### src/rtl/led_pattern_sequencer_pkg.sv
// Shared constants for the LED pattern sequencer:
// mode encoding, initial patterns and board I/O bit positions.
package led_pattern_sequencer_pkg;

    typedef enum logic [1:0] {
        MODE_BLINK  = 2'd0,
        MODE_CHASE  = 2'd1,
        MODE_BOUNCE = 2'd2,
        MODE_COUNT  = 2'd3
    } mode_t;

    localparam logic [3:0] PAT_BLINK  = 4'b0000;
    localparam logic [3:0] PAT_CHASE  = 4'b0001;
    localparam logic [3:0] PAT_BOUNCE = 4'b0001;
    localparam logic [3:0] PAT_COUNT  = 4'b0000;

    localparam int SW_RUN   = 0;
    localparam int SW_SPD   = 1;
    localparam int SW_DIR   = 3;
    localparam int BTN_MODE = 0;
    localparam int BTN_STEP = 1;

    function automatic mode_t next_mode(input mode_t m);
        return mode_t'(m + 2'd1);
    endfunction

    function automatic logic [3:0] init_pat(input mode_t m);
        logic [3:0] p;
        unique case (m)
            MODE_BLINK:  p = PAT_BLINK;
            MODE_CHASE:  p = PAT_CHASE;
            MODE_BOUNCE: p = PAT_BOUNCE;
            MODE_COUNT:  p = PAT_COUNT;
        endcase
        return p;
    endfunction

endpackage

### src/rtl/led_pattern_sequencer_if.sv
// Board-side bundle: switches and buttons in, LEDs and status out.
// master = board/test side, slave = sequencer.
interface led_pattern_sequencer_if;
    logic [3:0] sw;
    logic [3:0] btn;
    logic [3:0] led;
    logic [1:0] mode;
    logic       step;

    modport master (output sw, btn, input led, mode, step);
    modport slave  (input sw, btn, output led, mode, step);
endinterface

### src/rtl/led_pattern_sequencer_btn_debounce.sv
// Button synchronizer and debouncer; emits a one-cycle pulse
// when the accepted level rises.
module btn_debounce #(
    parameter int DEB_CYCLES = 1250000
) (
    input  logic clk,
    input  logic rst,
    input  logic btn,
    output logic press
);
    localparam int CW = $clog2(DEB_CYCLES + 1);

    logic          meta;
    logic          sync;
    logic          level;
    logic [CW-1:0] cnt;

    always_ff @(posedge clk) begin
        if (rst) begin
            meta  <= 1'b0;
            sync  <= 1'b0;
            level <= 1'b0;
            cnt   <= '0;
            press <= 1'b0;
        end else begin
            meta  <= btn;
            sync  <= meta;
            press <= 1'b0;
            // cnt tracks how long sync has disagreed with the accepted level
            if (sync == level) begin
                cnt <= '0;
            end else if (cnt == CW'(DEB_CYCLES - 1)) begin
                level <= sync;
                cnt   <= '0;
                press <= sync;
            end else begin
                cnt <= cnt + 1'b1;
            end
        end
    end
endmodule

### src/rtl/led_pattern_sequencer.sv
// Scheduled LED pattern engine: prescaled steps, four pattern modes,
// debounced mode-advance and single-step buttons.
module led_pattern_sequencer
    import led_pattern_sequencer_pkg::*;
#(
    parameter int CLK_HZ     = 125000000,
    parameter int TICK_HZ    = 8,
    parameter int DEB_CYCLES = 1250000
) (
    input logic                    clk,
    input logic                    rst,
    led_pattern_sequencer_if.slave io
);
    localparam int TICK_DIV = CLK_HZ / TICK_HZ;
    localparam int BW       = $clog2(TICK_DIV);

    logic [3:0]    sw_meta;
    logic [3:0]    sw_s;
    logic [BW-1:0] base_cnt;
    logic [2:0]    scale_cnt;
    mode_t         mode_q;
    logic [3:0]    led_q;
    logic          dir_q;
    logic          step_q;

    logic       mode_press;
    logic       step_press;
    logic       run;
    logic [1:0] speed;
    logic       dir_sw;
    logic [3:0] scale_lim;
    logic       base_tick;
    logic       scale_term;
    logic       step_ev;
    logic [3:0] next_led;
    logic       next_dir;
    logic       unused_btn;

    btn_debounce #(.DEB_CYCLES(DEB_CYCLES)) u_deb_mode (
        .clk   (clk),
        .rst   (rst),
        .btn   (io.btn[BTN_MODE]),
        .press (mode_press)
    );

    btn_debounce #(.DEB_CYCLES(DEB_CYCLES)) u_deb_step (
        .clk   (clk),
        .rst   (rst),
        .btn   (io.btn[BTN_STEP]),
        .press (step_press)
    );

    assign unused_btn = ^io.btn[3:2];

    assign run        = sw_s[SW_RUN];
    assign speed      = sw_s[SW_SPD +: 2];
    assign dir_sw     = sw_s[SW_DIR];
    assign scale_lim  = (4'd1 << speed) - 4'd1;
    assign base_tick  = run && (base_cnt == BW'(TICK_DIV - 1));
    // >= so a speed reduction mid-interval fires on the next base tick
    assign scale_term = {1'b0, scale_cnt} >= scale_lim;
    assign step_ev    = (base_tick && scale_term) || (step_press && !run);

    always_comb begin
        next_led = led_q;
        next_dir = dir_q;
        unique case (mode_q)
            MODE_BLINK:  next_led = ~led_q;
            MODE_CHASE:  next_led = dir_sw ? {led_q[0], led_q[3:1]}
                                           : {led_q[2:0], led_q[3]};
            MODE_BOUNCE: begin
                if (led_q[3]) next_dir = 1'b0;
                else if (led_q[0]) next_dir = 1'b1;
                next_led = next_dir ? (led_q << 1) : (led_q >> 1);
            end
            MODE_COUNT:  next_led = dir_sw ? led_q - 4'd1 : led_q + 4'd1;
        endcase
    end

    always_ff @(posedge clk) begin
        if (rst) begin
            sw_meta   <= '0;
            sw_s      <= '0;
            base_cnt  <= '0;
            scale_cnt <= '0;
            mode_q    <= MODE_BLINK;
            led_q     <= PAT_BLINK;
            dir_q     <= 1'b1;
            step_q    <= 1'b0;
        end else begin
            sw_meta <= io.sw;
            sw_s    <= sw_meta;
            step_q  <= 1'b0;
            if (mode_press) begin
                mode_q    <= next_mode(mode_q);
                led_q     <= init_pat(next_mode(mode_q));
                dir_q     <= 1'b1;
                base_cnt  <= '0;
                scale_cnt <= '0;
            end else begin
                if (base_tick) begin
                    base_cnt  <= '0;
                    scale_cnt <= scale_term ? 3'd0 : scale_cnt + 3'd1;
                end else if (run) begin
                    base_cnt <= base_cnt + 1'b1;
                end
                if (step_ev) begin
                    step_q <= 1'b1;
                    led_q  <= next_led;
                    dir_q  <= next_dir;
                end
            end
        end
    end

    assign io.led  = led_q;
    assign io.mode = mode_q;
    assign io.step = step_q;
endmodule

### src/flat_wrapper.sv
// flat-port wrapper written by rule: the top's interface ports become plain ports
module led_pattern_sequencer_flat import led_pattern_sequencer_pkg::*;
#(
    parameter int CLK_HZ     = 125000000,
    parameter int TICK_HZ    = 8,
    parameter int DEB_CYCLES = 1250000
)
  (clk, rst, io_sw, io_btn, io_led, io_mode, io_step);
  led_pattern_sequencer_if io_i ();
  input logic clk;
  input logic rst;
  input wire logic [$bits(io_i.sw)-1:0] io_sw;
  input wire logic [$bits(io_i.btn)-1:0] io_btn;
  output wire logic [$bits(io_i.led)-1:0] io_led;
  output wire logic [$bits(io_i.mode)-1:0] io_mode;
  output wire logic [$bits(io_i.step)-1:0] io_step;
  assign io_i.sw = io_sw;
  assign io_i.btn = io_btn;
  assign io_led = io_i.led;
  assign io_mode = io_i.mode;
  assign io_step = io_i.step;
  led_pattern_sequencer #(.CLK_HZ(CLK_HZ), .TICK_HZ(TICK_HZ), .DEB_CYCLES(DEB_CYCLES)) u_core (.clk(clk), .rst(rst), .io(io_i));
endmodule
### config.mk
export PLATFORM = sky130hd
export DESIGN_NAME = led_pattern_sequencer_flat
export DESIGN_NICKNAME = d
export VERILOG_FILES = /design/src/rtl/led_pattern_sequencer_pkg.sv /design/src/rtl/led_pattern_sequencer_if.sv /design/src/rtl/led_pattern_sequencer_btn_debounce.sv /design/src/rtl/led_pattern_sequencer.sv /design/src/flat_wrapper.sv
export SDC_FILE = /design/constraint.sdc
export NUM_CORES = 1
export LEC_CHECK = 0
export ABC_AREA = 1
export CORE_ASPECT_RATIO = 0.75
export CORE_MARGIN = 5
export CORE_UTILIZATION = 42
export DETAILED_ROUTE_END_ITERATION = 12
export DONT_BUFFER_PORTS = 1
export MAX_ROUTING_LAYER = met4
export PLACE_DENSITY_LB_ADDON = 0.3
export SYNTH_ARGS = -nofsm -noshare
export SYNTH_HDL_FRONTEND = slang
export SYNTH_SLANG_ARGS = --single-unit
### constraint.sdc
create_clock -name clk -period 1.7 [get_ports clk]
set_input_delay 0.51 -clock clk [delete_from_list [all_inputs] [get_ports clk]]
set_output_delay 0.51 -clock clk [all_outputs]
set_load 0.01 [all_outputs]
==> results.ini <==
[outcome]
status = complete, no violations

[yosys]
ys_seq_area_share_pct = 38.1
synth.largest_area_cell = dfxtp_1
synth.avg_cell_area_sq_um = 6.87
synth_area_leaders = dfxtp_1, nand2_1, inv_1
syn_nets = 736
synth_top_area_share_pct = 38.1
synth_cells = 712
synthDistinctLibCells = 35
yosys_warnings = 0
ys_top_cells_by_count = nand2_1, inv_1, nor2_1
synthArstFlopShare_pct = 0
syn_area_sq_um = 4890
synth_flop_cell = dfxtp_1
synth_edf_count = 0
synth-seq-cells = 93
synth.most_common_cell = nand2_1

[floorplanning]
row_count = 34
dieHeight_microns = 103
ioPinCount = 17
core_area_sq_um = 11500
start_util_pct = 42.6
dieWidth_microns = 135
dieArea_sq_um = 13900

[route]
wirelength_microns = 10400
ant_nets = 0
wl_per_cell_microns = 11.8
drt_pass1_iterations = 4
drc = 0
viasPerCell = 5.02
vias = 4432
dr.first_iter.drc_count = 303

[timing]
relSlewSlack_pct = 70.0
fmax_ghz = 0.625
worst_slew_pin_slew_ps = 447
hold_viol_final = 0
post-route-period-util_pct = 94.2
setup_viol = 0
drv_slew = 0
finalClockSkew_ps = 4.35
hold_ws_ps = 230
period_needed_ps = 1600
setup_slack_ps = 99.4

[cells_and_area]
final_cell_count_no_fill = 883
drive_above_1_share_pct = 11.2
finish.utilization_pct = 48.6
n_antenna_cell = 0
design_area_sq_um = 5580
area_growth_pct = 14.0
nets = 758

[clock_tree]
clkTransAtPathRegs_ps = 60
cts_sinks = 93
cts_max_level = 3
cts_buffers = 9
clock-root-buffer = clkbuf_16
cts_buffer_depth = 2
cts_tree = yes
clock_latency_ps = 340

[grt]
track_usage_pct = 16.5
antenna_found_initial = 0
first_global_vias = 4163
grt_max_degree = 22
grt_pass1_wl_microns = 18500
overflow = 0

[power_and_ir_drop]
power.density_nw_per_um2 = 822
peakVddDrop_v = 0.000478
p_leak_nw = 2.10

[placement]
numPortBuffers = 0
place_ws_ps = -17.7
gp_congestion = 0.881
dp.cells = 867
dpl_cell_area_sq_um = 5170
dpl.hpwl_microns = 7820

[job]
maxCapViolCount = 0

[setup_path]
path_class = flop to flop
cp.required_ps = 1930
critPathCaptureType = flop
arrival_ps = 1830
cp-start-kind = flop
worst-path-max-fanout = 8

[min_path]
hold_path_class = input pin to flop

-- sequential cells by signal, summed over array words and instances, names as in the netlist --
| register | count |
|---|---|
| u_core.base_cnt | 24 |
| u_core.sw_s | 4 |
| u_core.u_deb_step.meta | 1 |
| u_core.u_deb_mode.meta | 1 |
| u_core.io.led | 4 |
| u_core.io.mode | 2 |
| u_core.io.step | 1 |
| u_core.u_deb_step.cnt | 21 |
| u_core.sw_meta | 4 |
| u_core.u_deb_mode.sync | 1 |
| u_core.u_deb_mode.level | 1 |
| u_core.dir_q | 1 |
| u_core.u_deb_step.level | 1 |
| u_core.u_deb_step.press | 1 |
| u_core.u_deb_step.sync | 1 |
| u_core.u_deb_mode.press | 1 |
| u_core.scale_cnt | 3 |
| u_core.u_deb_mode.cnt | 21 |
-- what timing repair did --
item | 4_1_cts | 5_1_grt
setup buffers | 0 | 0
hold buffers | 0 | 0
resized for setup | 2 | 15
endpoints found under the setup margin | 2 | 23
pin swaps | 1 | 6
-- per-layer routing --
layer	GRT usage (%)	vias to the layer above	wire length, microns
met5	-	-	0
met4	5.56	0	172
met3	3.97	15	440
met2	26.2	71	4720
met1	20.9	2020	5110
li1	-	2326	-
-- final cells by class --
| type | count | area [sq um] |
|---|---|---|
| clock inverter | 5 | 108 |
| fill | 1114 | 5910 |
| inverter | 110 | 415 |
| clock buffer | 11 | 233 |
| timing repair buffer | 19 | 155 |
| multi-input combinational | 501 | 2620 |
| sequential | 93 | 1860 |
| tap | 144 | 180 |
-- power breakdown --
| group | internal, mW | switching [mW] | leakage, nW | total [mW] |
|---|---|---|---|---|
| registers | 2.19 | 0.00952 | 0.753 | 2.20 |
| logic | 0.0384 | 0.0598 | 1.19 | 0.0982 |
| clock network | 1.45 | 0.833 | 0.164 | 2.28 |
| total | 3.68 | 0.902 | 2.10 | 4.58 |
-- worst max-delay path, stage by stage, from the launching register on --
cell	delay [ps]
dfxtp_2	320
or2_4	260
ha_4	150
inv_1	40
nand2_1	40
nand2_1	70
nand2_1	60
nand3_2	100
nand3_4	130
nand2_4	140
nand2_2	50
nand2_1	60
nand3_1	50
-- logic make-up (layout without fill, tap and decap cells) --
group / Yosys count / count (layout) / synth area share, %
adders and majority gates: 14 / 14 / 3.73
AOI/OAI and AO/OA: 65 / 65 / 6.85
and+or+nand+nor: 405 / 405 / 38.8
DFF: 93 / 93 / 38.1
xor gates and xnor gates: 17 / 17 / 3.04
buffers and inverters: 118 / 145 / 9.51
-- per-stage QoR --
stage,power [mW],TNS [ps]
final,4.58,0
after global routing,4.77,-11.3
after CTS,4.66,0
after detailed placement,2.35,-17.7
after global placement,2.34,0
after floorplan,2.32,0
-- cells in the final DEF, fill, tap and decap left out, drive strengths merged, types with 4 or more instances in the layout --
| cell type | count |
|---|---|
| xnor2 | 7 |
| nor2 | 112 |
| buf | 19 |
| nor3 | 29 |
| inv | 111 |
| nand2 | 162 |
| dfxtp | 93 |
| nand4 | 22 |
| o21ai | 19 |
| a21oi | 41 |
| nand3 | 64 |
| clkbuf | 11 |
| nor4 | 4 |
| nor3b | 8 |
| xor2 | 10 |
| ha | 13 |
-- final timing paths --
path | startpoint | to | slack (ps) | cells after the start
worst max-delay path | u_core.sw_s[2] | u_core.dir_q | 100 | 12
worst min-delay path | rst | u_core.sw_s[2] | 230 | 1
worst max register to register | u_core.sw_s[2] | u_core.dir_q | 100 | 12
worst min register to register | u_core.sw_meta[3] | u_core.sw_s[3] | 400 | 2
Power figures use the tool's default switching activity.
